$ cat config.mk
export PLATFORM = sky130hd
export DESIGN_NAME = tlp_length_scheduler_flat
export DESIGN_NICKNAME = d
export VERILOG_FILES = /design/src/rtl/tlp_length_scheduler_if.sv /design/src/rtl/tlp_length_scheduler.sv /design/src/flat_wrapper.sv
export SDC_FILE = /design/constraint.sdc
export NUM_CORES = 1
export LEC_CHECK = 0
export ABC_AREA = 1
export CORE_AREA = 2 2 118 131
export DETAILED_ROUTE_END_ITERATION = 7
export DIE_AREA = 0 0 120 133
export PLACE_DENSITY = 0.95
export SYNTH_ARGS = -nofsm -noshare
export SYNTH_HDL_FRONTEND = slang
export SYNTH_SLANG_ARGS = --single-unit
$ cat constraint.sdc
create_clock -name pclk -period 7.1 [get_ports pclk]
set_clock_uncertainty 0.05 [all_clocks]
set_input_delay 1.42 -clock pclk [delete_from_list [all_inputs] [get_ports pclk]]
set_output_delay 1.42 -clock pclk [all_outputs]
set_load 0.01 [all_outputs]
$ cat src/rtl/tlp_length_scheduler_if.sv
// Bus bundle for tlp_length_scheduler: length capture inputs, head-of-FIFO handshake and status.
// Defining TLP_LEN_SCHED_STATS_EN adds the tlp_cnt / max_occ statistics signals.
interface tlp_length_scheduler_if #(
    parameter int unsigned DEPTH = 16
);
    localparam int unsigned OW = $clog2(DEPTH) + 1;

    logic [79:0]   length_in;
    logic          wr_in;
    logic [2:0]    gen;
    logic [4:0]    len_out;
    logic          len_valid;
    logic          len_ready;
    logic [OW-1:0] occupancy;
    logic          overflow;
    logic [7:0]    drop_cnt;
    logic          flushing;

`ifdef TLP_LEN_SCHED_STATS_EN
    logic [15:0]   tlp_cnt;
    logic [OW-1:0] max_occ;

    modport master (
        output length_in, wr_in, gen, len_ready,
        input  len_out, len_valid, occupancy, overflow, drop_cnt, flushing, tlp_cnt, max_occ
    );
    modport slave (
        input  length_in, wr_in, gen, len_ready,
        output len_out, len_valid, occupancy, overflow, drop_cnt, flushing, tlp_cnt, max_occ
    );
`else
    modport master (
        output length_in, wr_in, gen, len_ready,
        input  len_out, len_valid, occupancy, overflow, drop_cnt, flushing
    );
    modport slave (
        input  length_in, wr_in, gen, len_ready,
        output len_out, len_valid, occupancy, overflow, drop_cnt, flushing
    );
`endif
endinterface

$ cat src/rtl/tlp_length_scheduler.sv
// Compacts up to MAX_IN nonzero TLP lengths per cycle into an in-order FIFO served over valid/ready.
// Optional statistics outputs (tlp_cnt, max_occ) are built when TLP_LEN_SCHED_STATS_EN is defined.
module tlp_length_scheduler #(
    parameter int unsigned DEPTH  = 16,
    parameter int unsigned MAX_IN = 4
) (
    input logic                   pclk,
    input logic                   reset_n,
    tlp_length_scheduler_if.slave bus
);
    localparam int unsigned AW  = $clog2(DEPTH);
    localparam int unsigned OW  = AW + 1;
    localparam int unsigned OW1 = OW + 1;
    localparam logic [OW:0] DEPTH_W = OW1'(DEPTH);

    localparam logic [1:0] ST_IDLE  = 2'd0;
    localparam logic [1:0] ST_RUN   = 2'd1;
    localparam logic [1:0] ST_FLUSH = 2'd2;

    logic [1:0]        r_state, w_state_d;
    logic [2:0]        r_gen;
    logic [AW-1:0]     r_wr_ptr, r_rd_ptr, w_wr_ptr_d, w_rd_ptr_d;
    logic [OW-1:0]     r_occ, w_occ_d, w_remain, w_n;
    logic [4:0]        r_mem [DEPTH];
    logic [4:0]        r_len_out, w_len_out_d, w_first, w_head;
    logic              r_len_valid, w_valid_d;
    logic              r_overflow;
    logic [7:0]        r_drop_cnt;
    logic [MAX_IN-1:0] w_nz;
    logic [AW-1:0]     w_rank [MAX_IN];
    logic              w_gen_change, w_cap, w_fit, w_push, w_drop, w_pop;
    logic              w_unused;

    assign w_unused = ^bus.length_in[79:5*MAX_IN];

    // Each nonzero slot gets its rank among the nonzero slots: its offset from the write pointer
    always_comb begin
        w_n     = '0;
        w_first = '0;
        w_nz    = '0;
        for (int k = 0; k < MAX_IN; k++) begin
            w_rank[k] = w_n[AW-1:0];
            w_nz[k]   = (bus.length_in[5*k +: 5] != 5'd0);
            if (w_nz[k]) w_n = w_n + OW'(1);
        end
        for (int k = MAX_IN - 1; k >= 0; k--) begin
            if (w_nz[k]) w_first = bus.length_in[5*k +: 5];
        end
    end

    assign w_gen_change = (bus.gen != r_gen);
    assign w_pop        = r_len_valid && bus.len_ready;
    assign w_fit        = ({1'b0, r_occ} + {1'b0, w_n}) <= DEPTH_W;
    assign w_cap        = bus.wr_in && (bus.gen inside {3'b011, 3'b100, 3'b101}) &&
                          (r_state != ST_FLUSH) && !w_gen_change && (w_n != '0);
    assign w_push       = w_cap && w_fit;
    assign w_drop       = w_cap && !w_fit;

    always_comb begin
        w_remain   = r_occ - (w_pop ? OW'(1) : '0);
        w_occ_d    = w_remain + (w_push ? w_n : '0);
        w_wr_ptr_d = r_wr_ptr + (w_push ? w_n[AW-1:0] : '0);
        w_rd_ptr_d = r_rd_ptr + (w_pop ? AW'(1) : '0);
        if (w_gen_change) begin
            w_state_d  = ST_FLUSH;
            w_occ_d    = '0;
            w_wr_ptr_d = '0;
            w_rd_ptr_d = '0;
        end else if (r_state == ST_FLUSH) begin
            w_state_d = ST_IDLE;
        end else begin
            w_state_d = (w_occ_d != '0) ? ST_RUN : ST_IDLE;
        end
        w_valid_d   = (w_occ_d != '0) && (w_state_d != ST_FLUSH);
        // Draining to empty before this push means the new head is still on the input bus
        w_head      = (w_remain == '0) ? w_first : r_mem[w_rd_ptr_d];
        w_len_out_d = w_valid_d ? w_head : '0;
    end

    always_ff @(posedge pclk) begin
        for (int k = 0; k < MAX_IN; k++) begin
            if (w_push && w_nz[k]) r_mem[r_wr_ptr + w_rank[k]] <= bus.length_in[5*k +: 5];
        end
    end

    always_ff @(posedge pclk or negedge reset_n) begin
        if (!reset_n) begin
            r_state     <= ST_IDLE;
            r_gen       <= 3'b000;
            r_wr_ptr    <= '0;
            r_rd_ptr    <= '0;
            r_occ       <= '0;
            r_len_out   <= '0;
            r_len_valid <= 1'b0;
            r_overflow  <= 1'b0;
            r_drop_cnt  <= '0;
        end else begin
            r_state     <= w_state_d;
            r_gen       <= bus.gen;
            r_wr_ptr    <= w_wr_ptr_d;
            r_rd_ptr    <= w_rd_ptr_d;
            r_occ       <= w_occ_d;
            r_len_out   <= w_len_out_d;
            r_len_valid <= w_valid_d;
            if (w_drop) begin
                r_overflow <= 1'b1;
                if (r_drop_cnt != 8'hFF) r_drop_cnt <= r_drop_cnt + 8'd1;
            end
        end
    end

`ifdef TLP_LEN_SCHED_STATS_EN
    logic [15:0]   r_tlp_cnt;
    logic [OW-1:0] r_max_occ;

    always_ff @(posedge pclk or negedge reset_n) begin
        if (!reset_n) begin
            r_tlp_cnt <= '0;
            r_max_occ <= '0;
        end else if (w_gen_change) begin
            r_tlp_cnt <= '0;
            r_max_occ <= '0;
        end else begin
            if (w_pop) r_tlp_cnt <= r_tlp_cnt + 16'd1;
            if (w_occ_d > r_max_occ) r_max_occ <= w_occ_d;
        end
    end

    assign bus.tlp_cnt = r_tlp_cnt;
    assign bus.max_occ = r_max_occ;
`endif

    assign bus.len_out   = r_len_out;
    assign bus.len_valid = r_len_valid;
    assign bus.occupancy = r_occ;
    assign bus.overflow  = r_overflow;
    assign bus.drop_cnt  = r_drop_cnt;
    assign bus.flushing  = (r_state == ST_FLUSH);
endmodule

$ cat src/flat_wrapper.sv
// flat-port wrapper written by rule: the top's interface ports become plain ports
module tlp_length_scheduler_flat 
#(
    parameter int unsigned DEPTH  = 16,
    parameter int unsigned MAX_IN = 4
)
  (pclk, reset_n, bus_length_in, bus_wr_in, bus_gen, bus_len_ready, bus_len_out, bus_len_valid, bus_occupancy, bus_overflow, bus_drop_cnt, bus_flushing);
  tlp_length_scheduler_if #(.DEPTH(DEPTH)) bus_i ();
  input logic pclk;
  input logic reset_n;
  input wire logic [$bits(bus_i.length_in)-1:0] bus_length_in;
  input wire logic [$bits(bus_i.wr_in)-1:0] bus_wr_in;
  input wire logic [$bits(bus_i.gen)-1:0] bus_gen;
  input wire logic [$bits(bus_i.len_ready)-1:0] bus_len_ready;
  output wire logic [$bits(bus_i.len_out)-1:0] bus_len_out;
  output wire logic [$bits(bus_i.len_valid)-1:0] bus_len_valid;
  output wire logic [$bits(bus_i.occupancy)-1:0] bus_occupancy;
  output wire logic [$bits(bus_i.overflow)-1:0] bus_overflow;
  output wire logic [$bits(bus_i.drop_cnt)-1:0] bus_drop_cnt;
  output wire logic [$bits(bus_i.flushing)-1:0] bus_flushing;
  assign bus_i.length_in = bus_length_in;
  assign bus_i.wr_in = bus_wr_in;
  assign bus_i.gen = bus_gen;
  assign bus_i.len_ready = bus_len_ready;
  assign bus_len_out = bus_i.len_out;
  assign bus_len_valid = bus_i.len_valid;
  assign bus_occupancy = bus_i.occupancy;
  assign bus_overflow = bus_i.overflow;
  assign bus_drop_cnt = bus_i.drop_cnt;
  assign bus_flushing = bus_i.flushing;
  tlp_length_scheduler #(.DEPTH(DEPTH), .MAX_IN(MAX_IN)) u_core (.pclk(pclk), .reset_n(reset_n), .bus(bus_i));
endmodule
# Word level (Yosys, flattened, before mapping)
# Memories as Yosys holds them, arrays and structs flattened.
# Cells that the tools add are included.
dict set report word_totals {
  regBits 33
  mem_bits_rw 80
  inputBits 87
  output_inout_bits 21
  word_cells 83
  memories 1
}
dict set report classes {
  add_sub_neg 12
  n_lt_le_gt_ge 1
  n_eq_ne 8
  muxes 28
  n_reduce_logical 24
}
# memory depth word_bits read_ports rd_clocked_by_memory_dff wr line_no
set memory_table {}
lappend memory_table {u_core.r_mem 16 5 1 0 4 tlp_length_scheduler.sv:24} ;# logic [4:0] r_mem [DEPTH];
# operator count
set ops {}
lappend ops {{5-bit two-way mux} 11}
lappend ops {{5-bit nonzero test} 7}
lappend ops {{4-bit adder} 4}
lappend ops {{1-bit logical AND} 12}
lappend ops {{1-bit two-way mux} 12}
lappend ops {{4-bit two-way mux} 3}
lappend ops {{5-bit by 1-bit adder with 5-bit output (second input constant)} 2}
lappend ops {{8-bit by 1-bit adder with 8-bit output (second input constant)} 1}
lappend ops {{8-bit != test (second input constant)} 1}
lappend ops {{5-bit by 5-bit adder with 6-bit output} 1}
lappend ops {{3-bit equality test (second input constant)} 2}
lappend ops {{6-bit by 5-bit <= comparator with 1-bit output (second input constant)} 1}
lappend ops {{5-bit adder} 1}
lappend ops {{5-bit logical NOT} 1}
lappend ops {{5-bit subtractor} 1}
lappend ops {{4-bit by 1-bit adder with 4-bit output} 1}
lappend ops {{2-bit two-way mux} 2}
lappend ops {{2-bit != test (second input constant)} 2}
lappend ops {{3-bit by 2-bit equality test with 1-bit output (second input constant)} 1}
lappend ops {{3-bit != test} 1}
lappend ops {{3-bit nonzero test} 1}
lappend ops {{1-bit by 1-bit adder with 2-bit output (second input constant)} 1}
lappend ops {{2-bit equality test (second input constant)} 1}
lappend ops {{1-bit logical NOT} 2}
lappend ops {{2-bit AND reduction} 1}

# Logic depth before layout (Yosys ltp)
dict set report depth {
  word_depth 20
  depth_mapped 30
  mapped_depth_nobuf 29
}

# Least setup slack after synthesis
# Ideal clock, no wire load.
dict set report synth_path {
  path_kind {input-to-reg}
  startpoint {in bus_length_in[5]}
  endpoint {reg u_core.r_len_out[0] (netlist: u_core.bus.len_out[0])}
  setup_ns 0.125
  t_arrival_ns 5.724
  t_required_ns 6.925
  slack_ns 1.201
  stages 27
  n_path_buf 1
  cell_sequence {clkbuf_1 > nor4_1 > nand2_1 > clkinv_1 > ha_1 > nand4_1 > nand2_1 > ha_1 > or2_1 > nand2_2 > fa_1 > inv_1 > nor2_1 > nand2_1 > nor2_1 > nand3_1 > a21oi_2 > nand3_1 > nor2_1 > ha_1 > fa_1 > nor2_1 > nand3_1 > nand2_1 > nand2_1 > nor2_2 > nor2_1}
}
dict set report synth_between {
  elab_chain_len 18
}
# element line_no
set synth_rtl {}
lappend synth_rtl {{start, declared} flat_wrapper.sv:11} ;# input wire logic [$bits(bus_i.length_in)-1:0] bus_length_in;
lappend synth_rtl {{5-bit nonzero test} tlp_length_scheduler.sv:43} ;# w_nz[k] = (bus.length_in[5*k +: 5] != 5'd0);
lappend synth_rtl {{5-bit two-way mux} tlp_length_scheduler.sv:44} ;# if (w_nz[k]) w_n = w_n + OW'(1);
lappend synth_rtl {{5-bit by 1-bit adder with 5-bit output} tlp_length_scheduler.sv:44}
lappend synth_rtl {{5-bit two-way mux} tlp_length_scheduler.sv:44}
lappend synth_rtl {{5-bit by 1-bit adder with 5-bit output} tlp_length_scheduler.sv:44}
lappend synth_rtl {{5-bit two-way mux} tlp_length_scheduler.sv:44}
lappend synth_rtl {{5-bit by 5-bit adder with 6-bit output or 5-bit nonzero test (tied branches)} {tlp_length_scheduler.sv:53, tlp_length_scheduler.sv:55}}
lappend synth_rtl {{6-bit by 5-bit <= comparator with 1-bit output or 1-bit logical AND (tied branches)} {tlp_length_scheduler.sv:53, tlp_length_scheduler.sv:55}}
lappend synth_rtl {{(+3 left out)} --}
lappend synth_rtl {{5-bit nonzero test} tlp_length_scheduler.sv:72} ;# w_state_d = (w_occ_d != '0) ? ST_RUN : ST_IDLE;
lappend synth_rtl {{1-bit two-way mux} tlp_length_scheduler.sv:72}
lappend synth_rtl {{2-bit two-way mux} tlp_length_scheduler.sv:69} ;# end else if (r_state == ST_FLUSH) begin
lappend synth_rtl {{2-bit two-way mux} tlp_length_scheduler.sv:64} ;# if (w_gen_change) begin
lappend synth_rtl {{2-bit != test} tlp_length_scheduler.sv:74} ;# w_valid_d = (w_occ_d != '0) && (w_state_d != ST_FLUSH);
lappend synth_rtl {{1-bit logical AND} tlp_length_scheduler.sv:74}
lappend synth_rtl {{5-bit two-way mux *} tlp_length_scheduler.sv:77} ;# w_len_out_d = w_valid_d ? w_head : '0;
lappend synth_rtl {{named net u_core.w_len_out_d[0]} tlp_length_scheduler.sv:25} ;# logic [4:0] r_len_out, w_len_out_d, w_first, w_head;
lappend synth_rtl {{end signal, assigned} tlp_length_scheduler.sv:103} ;# r_len_out <= w_len_out_d;
lappend synth_rtl {{end, declared} tlp_length_scheduler.sv:25}
# Mark *: on every way through the listed nets, which the timed path passes. The rest lies on a longest branch.
# A chain may end at the register's enable or synchronous reset.

==> impl_metrics.json <==
{
  "clk-insertion-delay-late_ps": 410,
  "yosysSeqAreaShare": 0.363,
  "hold_buffers": 0,
  "rsz0062_at_grt": "false",
  "fin_crit_sh": 0.946,
  "leakagePower_uw": 0.00455,
  "p_seq_frac": 0.384,
  "vias_per_cell": 6.64,
  "critical-path-top-delay-family": "simple AND/OR/NAND/NOR gates",
  "combPwrFrac": 0.139,
  "synth.avg_cell_area_um2": 7.16,
  "root_buffer": "clkbuf_16",
  "synth_area_leaders": "edfxtp_1 27%, nand2_1 13%, dfrtp_1 9.3%, nand3_1 6.5%, o21ai_0 5.9%",
  "grt_pass1_wl_um": 55000,
  "diodes": 0,
  "ys_top_cells_by_count": "309 x nand2_1, 128 x nor2_1, 118 x inv_1, 116 x nand3_1, 105 x o21ai_0",
  "synth-edff-count": 80,
  "rrSetupSlack_ps": 3280,
  "yosys_most_used_dff": "edfxtp_1",
  "nNetsFinal": 1443,
  "critPathLaunch": "bus_length_in[1]",
  "dp.final_hpwl_um": 26900,
  "vias": 10200,
  "drtPass1Iterations": 8,
  "post_cts_resized": 0,
  "power_switching_uw": 508,
  "dieHeight_um": 133,
  "slowest_delay_ps": 520,
  "async_flop_share": 0.292,
  "wl_um": 37000,
  "fp.coreArea_mm2": 0.0148,
  "cts_tree": "done",
  "hold_viol_final": 0,
  "cts_sinks": 113,
  "gr-usage-all-layers": 0.460,
  "ys_types": 44,
  "num_io_pins": 108,
  "cp_data_arrival_time_ps": 6700,
  "crit_path_max_fanout": 18,
  "fin_util": 0.714,
  "reg2reg_from": "u_core.r_gen[1]",
  "antenna_found_initial": 0,
  "h-tree-depth": 4,
  "setup_viol": 0,
  "run_status": "finished, final reports clean",
  "crit_path_top_delay_cell": "fa_1",
  "maxSlewViolCount": 0,
  "cp.buffers_inverters": 6,
  "synth.top_cell.area_share": 0.270,
  "grt_max_degree": 43,
  "worstReg2RegEnd": "u_core.r_state[0]",
  "wl_per_cell_um": 24.1,
  "total_power_uw": 1870,
  "drt_iter0_markers": 1706,
  "max_slew_margin": 0.207,
  "area_growth_pct": 18.5,
  "endpoint_kind": "register",
  "drive_gt1_frac": 0.0956,
  "routabilityCongestion": 1.07,
  "vdd_drop_max_mv": 0.148,
  "tns_ps": 0,
  "crit_type": "input pin to register",
  "gr-total-overflow": 0,
  "clockBufferDepth": 2,
  "power_density_mw_per_mm2": 177,
  "cap_viol_max_count": 0,
  "endpoint": "u_core.r_mem[4][2]",
  "dieArea_mm2": 0.0160,
  "switching_share": 0.272,
  "synth_top_area_cell": "edfxtp_1",
  "max_freq_ghz": 0.149,
  "numCtsBuffers": 17,
  "syn-instance-count": 1243,
  "synth_area_mm2": 0.00890,
  "clk_pin_slew_ps": 60,
  "die_w_um": 120,
  "port_buffers": 47,
  "synth_seq_cells": 113,
  "rows": 47,
  "grt_pass1_vias": 9384,
  "cp.required_ps": 7090,
  "startpoint_type": "input pin",
  "cp_num_cells": 23,
  "worst_pin_slew_ps": 1190,
  "ant_nets": 0,
  "synth_most_common_cell": "nand2_1",
  "finalCriticalPeriod_ps": 6720,
  "clkPwrFrac": 0.476,
  "post_cts_buffers": 0,
  "hp-class": "register to register",
  "synth.yosys.warnings": 0,
  "path_cells": "clkdlybuf4s50_1 > nor4_1 > inv_1 > nor2_1 > inv_1 > ha_1 > nand4_1 > nand2_1 > ha_1 > or2_1 > nand2_2 > fa_1 > inv_1 > nor2_1 > nand2_1 > nor2_1 > nand3_1 > a21oi_2 > buf_4 > nand4_2 > inv_2 > nand2_1 > o2111ai_1",
  "p_int_uw": 1360,
  "ff2ff_path_depth": 15,
  "post-route-drc-count": 0,
  "start_util": 0.603
}
## area by class of cell
cell class	instances	area (um2)
well taps	196	245
inverters	132	495
flip-flops and latches	113	3230
clock inverters	12	145
clock buffers	20	479
multi-input cells	949	4970
fillers	1110	4220
repair buffers	113	978
## per-stage QoR
stage	area [um2]	hold WS, ps	setup slack, ps	std cells
detailed placement	9910	416	117	1503
global route	10500	444	80.3	1535
global placement	9910	403	295	1503
finish	10500	432	384	1535
floorplan	8900	462	1200	1244
CTS	10500	430	535	1535
## per-layer routing
metal / up-vias / wire length, um / share of wire / global-route usage
met5: - / 0 / 0 / 0
met2: 929 / 15800 / 0.43 / 0.697
met4: 0 / 2330 / 0.063 / 0.211
met3: 230 / 5270 / 0.14 / 0.145
li1: 4467 / - / - / -
met1: 4574 / 13500 / 0.37 / 0.602
## flip-flops by register name (all words and copies together), names as in the netlist
name	count
u_core.bus.drop_cnt	8
u_core.bus.len_out	5
u_core.bus.len_valid	1
u_core.bus.occupancy	5
u_core.bus.overflow	1
u_core.r_gen	3
u_core.r_mem	80
u_core.r_rd_ptr	4
u_core.r_state	2
u_core.r_wr_ptr	4
## cells by family after synthesis
kind of cell    share of synthesized area
simple gates                        0.289
compound gates                      0.202
buf+inv                            0.0796
flops                               0.363
fa+ha+maj                          0.0464
xor+xnor                           0.0197
other cells                      0.000421
## cell usage in the layout, fill, tap and decap left out, types with 3 or more instances in the layout
cell / instances
inv_1: 118
clkbuf_16: 19
clkdlybuf4s50_1: 47
nand3_1: 116
o21ai_0: 105
dfrtp_1: 33
nor2_1: 127
nand2_1: 309
clkinv_1: 6
nor2_2: 3
nor3_1: 5
xnor2_1: 9
o21a_1: 4
a31oi_1: 28
inv_2: 8
or2_2: 3
o22ai_1: 15
a21oi_1: 50
o211ai_1: 64
clkinv_4: 7
o2111ai_1: 12
nand4_1: 15
xor2_1: 11
o21ai_1: 13
nor2_4: 3
ha_1: 25
buf_4: 65
edfxtp_1: 80
o221ai_1: 4
nand2_2: 4
fa_1: 5
## power groups by stage
stage	sequential (uW)	clock, uW	combinational [uW]
2_1_floorplan	733	0	127
3_3_place_gp	731	0	237
3_5_place_dp	731	0	243
4_1_cts	719	884	245
5_1_grt	719	911	271
6_report	719	891	260
## worst min-delay path by stage
stage          depth (start not counted)                  end                start  slack (ps)
2_1_floorplan                          1  u_core.bus.overflow  u_core.bus.overflow         460
6_report                               1  u_core.bus.overflow  u_core.bus.overflow         430
3_3_place_gp                           1  u_core.bus.overflow  u_core.bus.overflow         400
5_1_grt                                1  u_core.bus.overflow  u_core.bus.overflow         440
4_1_cts                                1  u_core.bus.overflow  u_core.bus.overflow         430
3_5_place_dp                           1  u_core.bus.overflow  u_core.bus.overflow         420
No activity file was read; power rests on OpenSTA's default activity.
